## src/rtl/alu_exec.sv

```systemverilog
// Execute/write-back stage behind the 4x8 register group: single-cycle ALU ops
// plus a WIDTH-cycle shift-add multiply, with registered result, flags and write strobe.
module alu_exec #(
    parameter int WIDTH = 8
) (
    input  logic             clk,
    input  logic             rst_n,
    input  logic             start,
    input  logic [2:0]       op,
    input  logic [WIDTH-1:0] s_in,
    input  logic [WIDTH-1:0] d_in,
    input  logic [1:0]       dst_in,
    output logic [WIDTH-1:0] i,
    output logic             we,
    output logic [1:0]       wr_sel,
    output logic             busy,
    output logic             done,
    output logic [3:0]       flags
);

    localparam int M  = WIDTH - 1;
    localparam int CW = (WIDTH > 1) ? $clog2(WIDTH) : 1;

    typedef enum logic [1:0] {IDLE, EXEC, MUL, WB} state_t;

    state_t             state, state_nx;
    logic [WIDTH-1:0]   a_p0, b_p0;
    logic [2:0]         op_p0;
    logic [1:0]         dst_p0;
    logic [2*WIDTH-1:0] acc_p1, acc_sum;
    logic [CW-1:0]      cnt_p1;
    logic               mul_last;

    // Returns {N,Z,C,V,result} for every op except MUL.
    function automatic logic [WIDTH+3:0] alu_calc(input logic [2:0] f,
                                                  input logic [WIDTH-1:0] a,
                                                  input logic [WIDTH-1:0] b);
        logic [WIDTH:0]   ext;
        logic [WIDTH-1:0] r;
        logic             c, v;
        ext = '0;
        r   = '0;
        c   = 1'b0;
        v   = 1'b0;
        case (f)
            3'b000: begin
                ext = {1'b0, a} + {1'b0, b};
                r   = ext[M:0];
                c   = ext[WIDTH];
                v   = (a[M] == b[M]) && (r[M] != a[M]);
            end
            3'b001: begin
                ext = {1'b0, a} - {1'b0, b};
                r   = ext[M:0];
                c   = ext[WIDTH];
                v   = (a[M] != b[M]) && (r[M] != a[M]);
            end
            3'b010: r = a & b;
            3'b011: r = a | b;
            3'b100: r = a ^ b;
            3'b101: r = ~b;
            3'b110: begin
                r = {a[M-1:0], 1'b0};
                c = a[M];
            end
            default: r = '0;
        endcase
        return {r[M], (r == '0), c, v, r};
    endfunction

    // Low half is the result; a non-zero high half reports as carry.
    function automatic logic [WIDTH+3:0] mul_flags(input logic [2*WIDTH-1:0] p);
        logic [WIDTH-1:0] lo;
        lo = p[M:0];
        return {lo[M], (lo == '0), (p[2*WIDTH-1:WIDTH] != '0), 1'b0, lo};
    endfunction

    assign acc_sum  = acc_p1 + (b_p0[cnt_p1] ? ({{WIDTH{1'b0}}, a_p0} << cnt_p1) : '0);
    assign mul_last = (cnt_p1 == CW'(WIDTH - 1));

    assign busy = (state != IDLE);
    assign we   = (state == WB);
    assign done = (state == WB);

    always_ff @(posedge clk or negedge rst_n) begin
        if (!rst_n) state <= IDLE;
        else        state <= state_nx;
    end

    always_comb begin
        state_nx = state;
        case (state)
            IDLE:    if (start) state_nx = (op == 3'b111) ? MUL : EXEC;
            EXEC:    state_nx = WB;
            MUL:     if (mul_last) state_nx = WB;
            default: state_nx = IDLE;
        endcase
    end

    // Operand capture at accept, then compute / accumulate into the result registers
    always_ff @(posedge clk or negedge rst_n) begin
        if (!rst_n) begin
            a_p0   <= '0;
            b_p0   <= '0;
            op_p0  <= '0;
            dst_p0 <= '0;
            acc_p1 <= '0;
            cnt_p1 <= '0;
            i      <= '0;
            flags  <= '0;
            wr_sel <= '0;
        end else begin
            case (state)
                IDLE: if (start) begin
                    a_p0   <= d_in;
                    b_p0   <= s_in;
                    op_p0  <= op;
                    dst_p0 <= dst_in;
                    acc_p1 <= '0;
                    cnt_p1 <= '0;
                end
                EXEC: begin
                    {flags, i} <= alu_calc(op_p0, a_p0, b_p0);
                    wr_sel     <= dst_p0;
                end
                MUL: begin
                    acc_p1 <= acc_sum;
                    cnt_p1 <= cnt_p1 + 1'b1;
                    if (mul_last) begin
                        {flags, i} <= mul_flags(acc_sum);
                        wr_sel     <= dst_p0;
                    end
                end
                default: ;
            endcase
        end
    end

endmodule
```

## config.mk

```make
export PLATFORM = sky130hd
export DESIGN_NAME = alu_exec
export DESIGN_NICKNAME = d
export VERILOG_FILES = /design/src/rtl/alu_exec.sv
export SDC_FILE = /design/constraint.sdc
export NUM_CORES = 1
export LEC_CHECK = 0
export CORE_MARGIN = 4
export CORE_UTILIZATION = 41
export CTS_CLUSTER_DIAMETER = 40
export DETAILED_ROUTE_END_ITERATION = 7
export GPL_TIMING_DRIVEN = 0
export PLACE_DENSITY = 0.67
export SLEW_MARGIN = 20
export SYNTH_ARGS = -nofsm -noshare
export SYNTH_HDL_FRONTEND = slang
export SYNTH_SLANG_ARGS = --single-unit
```

## constraint.sdc

```tcl
create_clock -name clk -period 6.5 [get_ports clk]
set_input_delay 1.3 -clock clk [delete_from_list [all_inputs] [get_ports clk]]
set_output_delay 1.3 -clock clk [all_outputs]
set_load 0.05 [all_outputs]
```

# After elaboration in Yosys (flattened, before gate mapping)
# Index checks and enable logic that the tools add are counted.
dict set report totals {
  ff_bits 56
  in_bits 24
  out_inout_bits 17
  elab_cells 72
}
dict set report classes {
  addsub 4
  n_lt_le_gt_ge 1
  n_eq_ne 17
  shifts 1
  n_mux 21
  bitwise 4
  reduce_logical 14
}
# cell count
set op_table {}
lappend op_table {{8-bit one-hot mux with 7 select lines} 1}
lappend op_table {{16-bit two-way mux} 2}
lappend op_table {{16-bit one-hot mux with 2 select lines} 1}
lappend op_table {{16-bit adder} 1}
lappend op_table {{8-bit logical NOT} 2}
lappend op_table {{8-bit two-way mux} 2}
lappend op_table {{8-bit one-hot mux with 2 select lines} 1}
lappend op_table {{8-bit by 3-bit << shifter with 16-bit output} 1}
lappend op_table {{3-bit == test, second input constant} 5}
lappend op_table {{8-bit by 8-bit adder with 9-bit output} 1}
lappend op_table {{8-bit by 8-bit subtractor with 9-bit output} 1}
lappend op_table {{8-bit bitwise AND} 1}
lappend op_table {{2-bit two-way mux} 4}
lappend op_table {{8-bit inverter} 1}
lappend op_table {{8-bit OR} 1}
lappend op_table {{4-bit one-hot mux with 2 select lines} 1}
lappend op_table {{2-bit AND reduction} 4}
lappend op_table {{8-bit nonzero test} 1}
lappend op_table {{8-bit bitwise XOR} 1}
lappend op_table {{3-bit by 2-bit == test with 1-bit output, second input constant} 2}
lappend op_table {{2-bit one-hot mux with 3 select lines} 1}
lappend op_table {{3-bit one-hot mux with 2 select lines} 1}
lappend op_table {{2-bit nonzero test} 3}
lappend op_table {{2-bit == test, second input constant} 2}
lappend op_table {{17 further kinds} 21}

# Longest topological paths before layout
dict set report logic_depth {
  word_depth 7
  mapped_depth 16
  mapped_depth_nobuf 14
}

# Least setup slack after synthesis
# OpenSTA, ideal clock, no wires.
dict set report synth_path {
  path_kind {reg2reg}
  from {register cnt_p1[0]}
  to {register flags[1]}
  setup_ns 0.129
  arrival_time_ns 3.473
  required_time_ns 6.371
  path_slack_ns 2.897
  path_stages_with_launch 15
  n_path_buf 2
  period_less_slack_ns 3.603
  cell_sequence {dfrtp_1 clkbuf_1 mux4_2 nand2_1 and2_1 clkbuf_1 nor2_1 ha_1 o21a_1 o21a_1 a41o_1 xor2_1 nor4_1 nand4b_1 o41a_1}
}
dict set report synth_between {
  elab_chain_cells 7
  word_cells_on_any_way 11
  classes_between {1 x add/sub; 2 x eq/ne; 1 x shift; 5 x mux; 2 x reduce/logical}
}
# element line_no
set synth_lines {}
lappend synth_lines {{start, declared} 31} ;# logic [CW-1:0] cnt_p1;
lappend synth_lines {{start signal, assigned} 128} ;# cnt_p1 <= cnt_p1 + 1'b1;
lappend synth_lines {{1-bit binary-select mux with 3-bit select} 78} ;# assign acc_sum = acc_p1 + (b_p0[cnt_p1] ? ({{WIDTH{1'b0}}, a_p0} << cnt_p1) : '0);
lappend synth_lines {{1-bit two-way mux (not written as such)} 78}
lappend synth_lines {{16-bit two-way mux} 78}
lappend synth_lines {{16-bit adder} 78}
lappend synth_lines {{8-bit nonzero test} 75} ;# return {lo[M], (lo == '0), (p[2*WIDTH-1:WIDTH] != '0), 1'b0, lo};
lappend synth_lines {{4-bit two-way mux} 129} ;# if (mul_last) begin
lappend synth_lines {{4-bit one-hot mux with 2 select lines} 113} ;# case (state)
lappend synth_lines {{end signal, assigned} 123} ;# {flags, i} <= alu_calc(op_p0, a_p0, b_p0);
lappend synth_lines {{end signal, assigned} 130} ;# {flags, i} <= mul_flags(acc_sum);
lappend synth_lines {{end, declared} 18} ;# output logic [3:0] flags
# Parallel ways exist; a longest one is shown, timed or not. The select of a mux whose other input is x is not followed.
# A chain may end at the register's enable or synchronous reset.

# Worst setup path in the final report
# Same ends and word-level chain as after synthesis.

==> run summary <==
Clock transition at the registers of the reported paths: 0.08 ns
Final Setup Violations: 0
Area leader, netlist: dfrtp_1
CP Capture Type: flip-flop
CTS buffer count: 5
DRC: 0
Tightest Pin Transition: 1.05 ns
Total negative setup slack: 0 ns
Die H: 116 um
Fin. Hold Viols: 0
Core box area: 0.0114 mm^2
Synth top area cells: dfrtp_1, ha_1, mux2_2
CTS tree: yes
Predominant post-synthesis flop cell: dfrtp_1
Share of layout cells above drive strength 1: 0.0958
Initial Util: 0.418
DR iter-0 viols: 324
Postcts setup bufs: 0
Proportion of netlist area held by the largest area contributor: 0.289
Max Fclk: 237 MHz
Synth Instances: 547
Post-Syn Area: 0.00475 mm^2
Crit-path max FO: 8
Number of synthesized flops with an enable pin: 0
Period minus WS final: 4.22 ns
Final Net Count: 665
# hold bufs at CTS: 0
First-pass GRT wire length: 21.8 mm
Fill cells: 1132
Cell Rows: 39
Largest net degree at the start of global routing: 56
DRT Pass-1 Iters: 5
Clk_skew: 0.00925 ns
Async SR Flop Fraction: 1.00
Average size of a mapped cell: 8.69 um^2
Design area: 0.00548 mm^2
Max cap viols: 0
Synth unique cells: 65
Slew headroom: 0.284
Sequential cell area fraction in the yosys report: 0.289
Slew Limit Fails: 0
Vias: 4387
Die width: 116 um
Htree depth: 2
FF-to-FF path depth: 14
Placed instance area: 0.00533 mm^2
Final period util: 0.650
Worst skew pair latency: 0.31 ns
WP data arrival: 4.41 ns
GRT Total Usage: 0.207
Status: completed
Hold depth: 2
Most numerous cell in the Yosys netlist: dfrtp_1
Synth Warn #: 0
Hold slack: 0.482 ns
Avg Vias per Cell: 5.94
Post-synthesis net count: 618
N_diodes: 0
IO Pins: 41
DRT antenna net count: 0
Area Growth Syn to Fin: 15.2%
Post-DP HPWL: 10.3 mm
RSZ-0062 raised after global routing: false
Top post-synthesis cells by count: dfrtp_1, nand2_1, nor2_1, ha_1
Drt total wl: 13.4 mm
Longest Clk Path Bufs: 2
Root buffer cell: clkbuf_16
Port Buffers: 40
Antenna violations before repair: 0
CP Class: flip-flop to flip-flop
Vias in the first global route: 4223
Die area: 0.0134 mm^2
Hold Crit Class: flip-flop to flip-flop
#FFs+latches synth: 55
GP Congestion: 0.984
WP data required: 6.69 ns
FF-to-FF setup slack: 2.28 ns
Wirelength per Cell: 18.2 um
Post_cts resized: 0
CTS Sinks: 55
Total grt overflow: 0
Startpoint Class: flip-flop
[path summary, 6_finish.rpt]
check,startpoint,end
max in group asynchronous,rst_n,b_p0[6]
max,cnt_p1[0],flags[1]
min,i[3],i[3]
min reg2reg,i[3],i[3]
max reg2reg,cnt_p1[0],flags[1]
min in group asynchronous,rst_n,i[4]
[cell usage in the layout (no fill, tap or decap), drive strengths merged, types with 8 or more instances in the layout]
cell,instances
dfrtp,55
inv,35
mux2,26
a211oi,8
ha,44
nor2,45
a21oi,35
a22o,14
nor3,12
o21ai,33
xnor2,10
o211ai,13
clkdlybuf4s50,39
mux2i,16
nand3,14
nand2b,15
clkbuf,23
nand2,47
buf,12
[per-stage QoR]
step	worst slack, ns	utilization	cells
2_1_floorplan	2.90	-	547
6_report	2.28	0.482	738
4_1_cts	2.31	0.482	738
3_3_place_gp	2.37	0.469	730
3_5_place_dp	2.33	0.469	730
5_1_grt	1.99	0.482	738
[sequential cells by signal (all words and copies together) (netlist names)]
signal  count
wr_sel      2
cnt_p1      3
dst_p0      2
i           8
op_p0       3
a_p0        8
flags       3
acc_p1     16
b_p0        8
state       2
[worst max-delay path, cell delays in order (launching register included)]
cell and delay (ns):
dfrtp_1 0.36, clkbuf_1 0.43, mux4_2 0.62, nand2_1 0.18, and2_1 0.14, clkbuf_1 0.24
nor2_1 0.11, ha_1 0.33, o21a_1 0.23, o21a_1 0.20, a41o_1 0.29, xor2_1 0.17
nor4_1 0.34, nand4b_1 0.15, o41a_1 0.33
[cell families (layout without fill, tap and decap cells)]
group / after synthesis / after routing / share of synthesized area
and+or+nand+nor: 164 / 164 / 0.164
DFF: 55 / 55 / 0.289
muxes: 44 / 44 / 0.105
xor gates and xnor gates: 14 / 14 / 0.0258
AOI/OAI and AO/OA: 158 / 158 / 0.230
adders and majority gates: 47 / 47 / 0.128
buffers and inverters: 65 / 113 / 0.0576
[layer usage]
| metal | vias up | GRT usage | part of all wire |
|---|---|---|---|
| met5 | - | 0 | 0 |
| met4 | 0 | 0.0557 | 0.020 |
| met3 | 20 | 0.0277 | 0.060 |
| met2 | 186 | 0.333 | 0.45 |
| met1 | 2101 | 0.295 | 0.47 |
| li1 | 2080 | - | - |
[cell type report]
type / count / area (um^2) / share of cell area
clock buffer: 5 / 125 / 0.0228
multi-input combinational: 427 / 3110 / 0.567
buffer: 29 / 139 / 0.0254
timing repair buffer: 40 / 398 / 0.0727
sequential: 55 / 1380 / 0.251
inverter: 36 / 135 / 0.0247
tap: 143 / 179 / 0.0327
clock inverter: 3 / 18.8 / 0.00343
Power is left out: the tool's default activity adds up to more than one toggle a clock period on the data nets, which glitch-free logic cannot reach.
